### src/rtl/ad9958_ramp_gen.sv
// ad9958_ramp_gen: stepped linear frequency ramps on both AD9958 channels,
// each word held for a programmable dwell so the SPI master can ship it.
module ad9958_ramp_gen #(
    parameter int DWELL_W = 24,
    parameter int STEP_W  = 16
) (
    input  logic               clock,
    input  logic               reset_n,
    input  logic               start,
    input  logic               abort,
    input  logic [31:0]        ftw_start_ch0,
    input  logic [31:0]        ftw_step_ch0,
    input  logic [31:0]        ftw_start_ch1,
    input  logic [31:0]        ftw_step_ch1,
    input  logic [9:0]         asf_set_ch0,
    input  logic [9:0]         asf_set_ch1,
    input  logic [STEP_W-1:0]  num_steps,
    input  logic [DWELL_W-1:0] dwell,
    output logic [31:0]        ftw_ch0,
    output logic [31:0]        ftw_ch1,
    output logic [9:0]         asf_ch0,
    output logic [9:0]         asf_ch1,
    output logic               busy,
    output logic               done
);
    typedef enum logic {IDLE, RUN} state_t;
    state_t state, state_nx;
    logic [31:0] step0, step1;
    logic [STEP_W-1:0] steps_lat, step_cnt;
    logic [DWELL_W-1:0] dwell_eff, dwell_cnt;
    logic load, hold_tick, advance, finish;
    always_comb begin
        load      = state == IDLE && start;
        hold_tick = state == RUN && !abort && dwell_cnt < dwell_eff;
        finish    = state == RUN && !abort && dwell_cnt >= dwell_eff && step_cnt == steps_lat;
        advance   = state == RUN && !abort && dwell_cnt >= dwell_eff && step_cnt != steps_lat;
        state_nx  = load ? RUN : (state == RUN && (abort || finish)) ? IDLE : state;
    end
    assign busy = state == RUN;
    // Abort and completion both leave the output words untouched.
    always_ff @(posedge clock) begin
        if (!reset_n) begin
            state     <= IDLE;
            ftw_ch0   <= '0;
            ftw_ch1   <= '0;
            asf_ch0   <= '0;
            asf_ch1   <= '0;
            done      <= 1'b0;
            step0     <= '0;
            step1     <= '0;
            steps_lat <= '0;
            step_cnt  <= '0;
            dwell_eff <= '0;
            dwell_cnt <= '0;
        end else begin
            state <= state_nx;
            done  <= finish;
            if (load) begin
                ftw_ch0   <= ftw_start_ch0;
                ftw_ch1   <= ftw_start_ch1;
                asf_ch0   <= asf_set_ch0;
                asf_ch1   <= asf_set_ch1;
                step0     <= ftw_step_ch0;
                step1     <= ftw_step_ch1;
                steps_lat <= num_steps;
                dwell_eff <= (dwell == '0) ? DWELL_W'(1) : dwell;
                dwell_cnt <= DWELL_W'(1);
                step_cnt  <= '0;
            end
            if (hold_tick)
                dwell_cnt <= dwell_cnt + 1'b1;
            if (advance) begin
                ftw_ch0   <= ftw_ch0 + step0;
                ftw_ch1   <= ftw_ch1 + step1;
                step_cnt  <= step_cnt + 1'b1;
                dwell_cnt <= DWELL_W'(1);
            end
        end
    end
endmodule
### config.mk
export PLATFORM = sky130hd
export DESIGN_NAME = ad9958_ramp_gen
export DESIGN_NICKNAME = d
export VERILOG_FILES = /design/src/rtl/ad9958_ramp_gen.sv
export SDC_FILE = /design/constraint.sdc
export NUM_CORES = 1
export LEC_CHECK = 0
export BUFFER_PORTS_ARGS = -buffer_cell sky130_fd_sc_hd__buf_2
export CORE_ASPECT_RATIO = 1.2
export CORE_MARGIN = 1
export CORE_UTILIZATION = 56
export DETAILED_ROUTE_END_ITERATION = 10
export PLACE_DENSITY = 0.83
export SETUP_SLACK_MARGIN = 0.15
export SLEW_MARGIN = 20
export SYNTH_ARGS = -nofsm -noshare
export SYNTH_HDL_FRONTEND = slang
export SYNTH_SLANG_ARGS = --single-unit
### constraint.sdc
create_clock -name clock -period 3.75 [get_ports clock]
set_clock_uncertainty 0.05 [all_clocks]
set_input_delay 0.1875 -clock clock [delete_from_list [all_inputs] [get_ports clock]]
set_output_delay 0.1875 -clock clock [all_outputs]
set_load 0.01 [all_outputs]
# After elaboration in Yosys (flattened, before gate mapping)
# Cells that the tools add are included.
# totals
mem_count	0
register_bits	230
word_cells	50
ram_bits	0
rom_bits	0
out_inout_bits	86
latchBits	0
in_bits	192
# classes
shift	0
div	0
mux	12
reduce_logical	15
n_lt_le_gt_ge	2
addsub	4
bitwise_logic	2
mul	0
eq_ne	2
# ops
cell	count
32-bit 2-to-1 mux	4
24-bit 2-to-1 mux	3
32-bit adder	2
16-bit 2-to-1 mux	2
24-bit by 1-bit adder with 24-bit output (second input constant)	1
24-bit greater-or-equal comparator	1
24-bit logical NOT	1
24-bit less-than comparator	1
16-bit by 1-bit adder with 16-bit output (second input constant)	1
16-bit equality test	1
16-bit inequality test	1
1-bit logical AND	7
2-bit nonzero test	3
1-bit 2-to-1 mux	3
3-bit nonzero test	1
1-bit inverter	2
2-bit OR reduction	1
1-bit logical NOT	1
1-bit logical OR	1

# Longest topological paths before layout
# logic_depth
ltp_word	8
depth_mapped	14
ltp_nobuf	13

# Worst setup path after synthesis
# No wires, ideal clock.
# synth_timing
path_type	flip-flop to flip-flop
from	register dwell_eff[17]
to	register dwell_cnt[17]
setup_ns	0.063
setup_slack_ns	0.789
path_buffers	1
stages_incl_launch_ff	14
arrival_time_ns	2.848
required_ns	3.637
path_cell_list	dfxtp_1 > inv_1 > ha_1 > a21o_1 > a21o_1 > a21oi_1 > nor2_1 > or3_4 > or3_1 > buf_6 > nor4_4 > nand3_1 > mux2_4 > nor2_2
# synth_between
elab_chain_len	4
# synth_rtl
item	line_no	source
start, declared	30	logic [DWELL_W-1:0] dwell_eff, dwell_cnt;
start signal, assigned	66	dwell_eff <= (dwell == '0) ? DWELL_W'(1) : dwell;
24-bit greater-or-equal comparator	36	advance = state == RUN && !abort && dwell_cnt >= dwell_eff && step_cnt != steps_lat;
1-bit logical AND (2 in series)	36	
2-bit OR reduction (no source line)	-	
end signal, assigned	71	dwell_cnt <= dwell_cnt + 1'b1;
end, declared	30	
# Parallel ways exist; a longest one is shown, timed or not.
# A chain may end at the register's enable or synchronous reset.

# Final worst setup path
# layout_timing
from	register ftw_ch1[0]
to	register ftw_ch1[30]
# layout_between
elab_chain_len	2
# layout_rtl
item	line_no	source
start, declared	20	output logic [31:0] ftw_ch1,
start signal, assigned	60	ftw_ch1 <= ftw_start_ch1;
start signal, assigned	74	ftw_ch1 <= ftw_ch1 + step1;
32-bit adder	74	
32-bit 2-to-1 mux	72	if (advance) begin
# No other way between the ends.

==> flow_summary.toml <==
[setup_path]
critical_path_class = "register to register"
rr_worst_depth = 13
worstSetupStartpointType = "register"
crit_arrival_ns = 3.76
end_kind = "register"
crit_fanout = 3
critPathRequiredTime_ns = 4.13

[synth]
synth_cells = 1690
ys_top_cells_by_area = "dfxtp_1 (35%), nand2_1 (12%), ha_1 (8.4%)"
ys_seq_elements = 230
syn_area_per_cell_sq_um = 7.783
yosys_warnings = 0
netlist_area_sq_um = 13150
synth_nets = 1972
ys_seq_area_share_pct = 35.01
synth_edf_count = 0
synthArstFlopShare_pct = 0
synth_area_leader_cell = "dfxtp_1"
synth_top_area_share_pct = 35.01
yosys_most_used_dff = "dfxtp_1"
synth_cell_types = 66

[timing]
layout_min_cycle_time_ns = 3.371
fmax_mhz = 296.7
setup_viol = 0
min_period_over_period_pct = 89.89
fin_tns_setup_ns = 0
tightest_slew_ns = 0.9250
rsz0062_at_grt = "false"
hold_viol = 0
relSlewSlack_pct = 38.34
slew_viol_final = 0

[grt]
antenna_found_initial = 4
grt_max_degree = 94
grt_pass1_vias = 13863
grt_pass1_wl_microns = 67720
overflow = 0
grtUsageTotal_pct = 34.86

[clocking]
numCtsBuffers = 25
numClockSinks = 230
clock_path_buffers = 3
htreeDepth = 1
clk_pin_slew_ns = 0.06
clkLatencyLatePin_ns = 0.53
clockRootBuffer = "clkbuf_16"
cts_tree = "yes"

[die]
die_w_microns = 141.9
num_rows = 61
ioPinCount = 278
die_area_sq_um = 24110
fp.dieH_microns = 169.9
initial_core_util_pct = 56.87
core_area_sq_um = 23130

[power_and_ir_drop]
clock_power_share_pct = 39.7
vdd_ir_drop_max_v = 0.0003791
p_leak_nw = 8.038
p_int_mw = 4.627
p_comb_share_pct = 18.5
swShare_pct = 27.64
cellPowerDensity_nw_per_um2 = 367.9
pwr-share-seq_pct = 41.8
power_switching_mw = 1.768

[job]
maxCapViolations = 0

[cells_and_area]
syn2layout_area_growth_pct = 32.15
layout_commonest_cell = "nand2_1"
design_area_sq_um = 17380
drive_gt1_share_pct = 16.86
final_util_pct = 75.16
layout_common_cells = "nand2_1 (423), buf_2 (276), dfxtp_1 (230), dlygate4sd3_1 (173), a21boi_0 (136)"
nets = 2375

[min_path]
hold_path.class = "primary input to register"
holdPathStages = 5

[placement]
postPlaceCellArea_sq_um = 14800
gp_congestion = 0.8970
hpwl_microns = 25180
numPortBuffers = 277

[routing]
drt-vias-per-instance = 5.798
ant_nets = 0
vias = 14096
dr.pass1.iters = 5
initialDrtViolationCount = 908
wl_per_cell_microns = 17.63
drc_errors = 0
totalWireLength_microns = 42860

[run_status]
status = "finished, final reports clean"
-- power groups by stage --
stage / registers [mW] / clock network, mW / logic [mW]
after CTS: 2.67 / 2.57 / 1.12
after floorplan: 2.72 / 0 / 0.623
after global routing: 2.68 / 2.67 / 1.29
after detailed placement: 2.72 / 0 / 0.975
after global placement: 2.71 / 0 / 0.948
final: 2.67 / 2.54 / 1.18
-- Yosys cell counts, types with 6 or more instances --
master and instances:
xnor2_1 35, inv_1 44, xor2_1 33, nor2b_1 27, nor3_1 14, a31oi_1 11, dfxtp_1 230, a211oi_1 7
nand2b_1 8, a21o_1 31, nand3_1 70, a21oi_1 98, o21ai_0 57, a21boi_0 136, nand4_1 17, ha_1 88
nand2_1 423, and2_1 7, o21a_1 22, mux2_2 7, and3_1 20, a221oi_1 12, nor4_1 16, nor3b_1 6
o211a_1 26, nor2_1 82, o21bai_1 8, clkbuf_1 88, nand3b_1 8
-- what timing repair did --
item / 4_1_cts / 5_1_grt
hold buffers: 172 / 1
gates resized for setup: 0 / 1
endpoints found under the hold margin: 172 / 1
buffers inserted: 0 / 0
endpoints found under the setup margin: 0 / 1
-- metal layers --
| metal | routed length, microns | vias up | global-route usage (%) |
|---|---|---|---|
| met4 | 2477 | 0 | 20.24 |
| met5 | 0 | - | 0 |
| met1 | 16120 | 6548 | 38.53 |
| met2 | 21100 | 685 | 62.73 |
| met3 | 3159 | 188 | 5.853 |
| li1 | - | 6675 | - |
-- cell families (layout without fill, tap and decap cells) --
| logic type | after synthesis | in the layout | synth area share [%] |
|---|---|---|---|
| flip-flops | 230 | 230 | 35.01 |
| adder cells (fa/ha/maj) | 90 | 90 | 8.676 |
| AND/OR/NAND/NOR | 716 | 716 | 24.11 |
| XOR/XNOR | 68 | 68 | 4.528 |
| AO/OA/AOI/OAI | 440 | 440 | 22.91 |
| other | 0 | 5 | 0 |
| buffers and inverters | 137 | 558 | 3.986 |
| multiplexers | 9 | 9 | 0.7896 |
-- layout make-up --
type | count | area (sq um)
Antenna cell | 5 | 12.51
Clock buffer | 36 | 706.9
Clock inverter | 9 | 128.9
Fill cell | 1557 | 5744
Inverter | 44 | 165.2
Multi-Input combinational cell | 1323 | 8044
Sequential cell | 230 | 4604
Tap cell | 315 | 394.1
Timing Repair Buffer | 469 | 3326
-- worst paths after layout --
kind / end / slack (ns) / start
worst max-delay path: ftw_ch1[30] / 0.38 / ftw_ch1[0]
worst min-delay path: ftw_ch0[22] / 0.02 / ftw_start_ch0[22]
worst min register to register: step1[5] / 0.42 / step1[5]
worst max register to register: ftw_ch1[30] / 0.38 / ftw_ch1[0]
-- metrics by stage --
| stage | hold WS, ns | worst slack, ns | power [mW] | cells |
|---|---|---|---|---|
| 4_1_cts | 0.001123 | 0.4117 | 6.360 | 2425 |
| 5_1_grt | 0.03186 | 0.1826 | 6.637 | 2429 |
| 2_1_floorplan | 0.2824 | 0.7890 | 3.345 | 1690 |
| 6_report | 0.02427 | 0.3790 | 6.395 | 2431 |
| 3_5_place_dp | 0.3930 | 0.4504 | 3.694 | 2208 |
| 3_3_place_gp | 0.3868 | 0.5408 | 3.661 | 2208 |
-- worst max-delay path: stages (launching register included) --
cell and delay (ns):
dfxtp_1 0.36, ha_1 0.21, inv_1 0.07, fa_1 0.41, nor2b_2 0.19, o2111ai_1 0.17, a311o_1 0.43, a21oi_1 0.20
a31oi_1 0.19, o211ai_1 0.23, a21oi_1 0.15, o31ai_1 0.28, a2111oi_0 0.16, a211oi_1 0.20
-- registers in the layout, summed over array words and instances, names as in the netlist, 16 cells and up --
signal,cells
step1,32
ftw_ch1,32
dwell_cnt,24
dwell_eff,24
step0,32
ftw_ch0,32
step_cnt,16
steps_lat,16
Note: power is estimated with default switching activity, not from simulation.
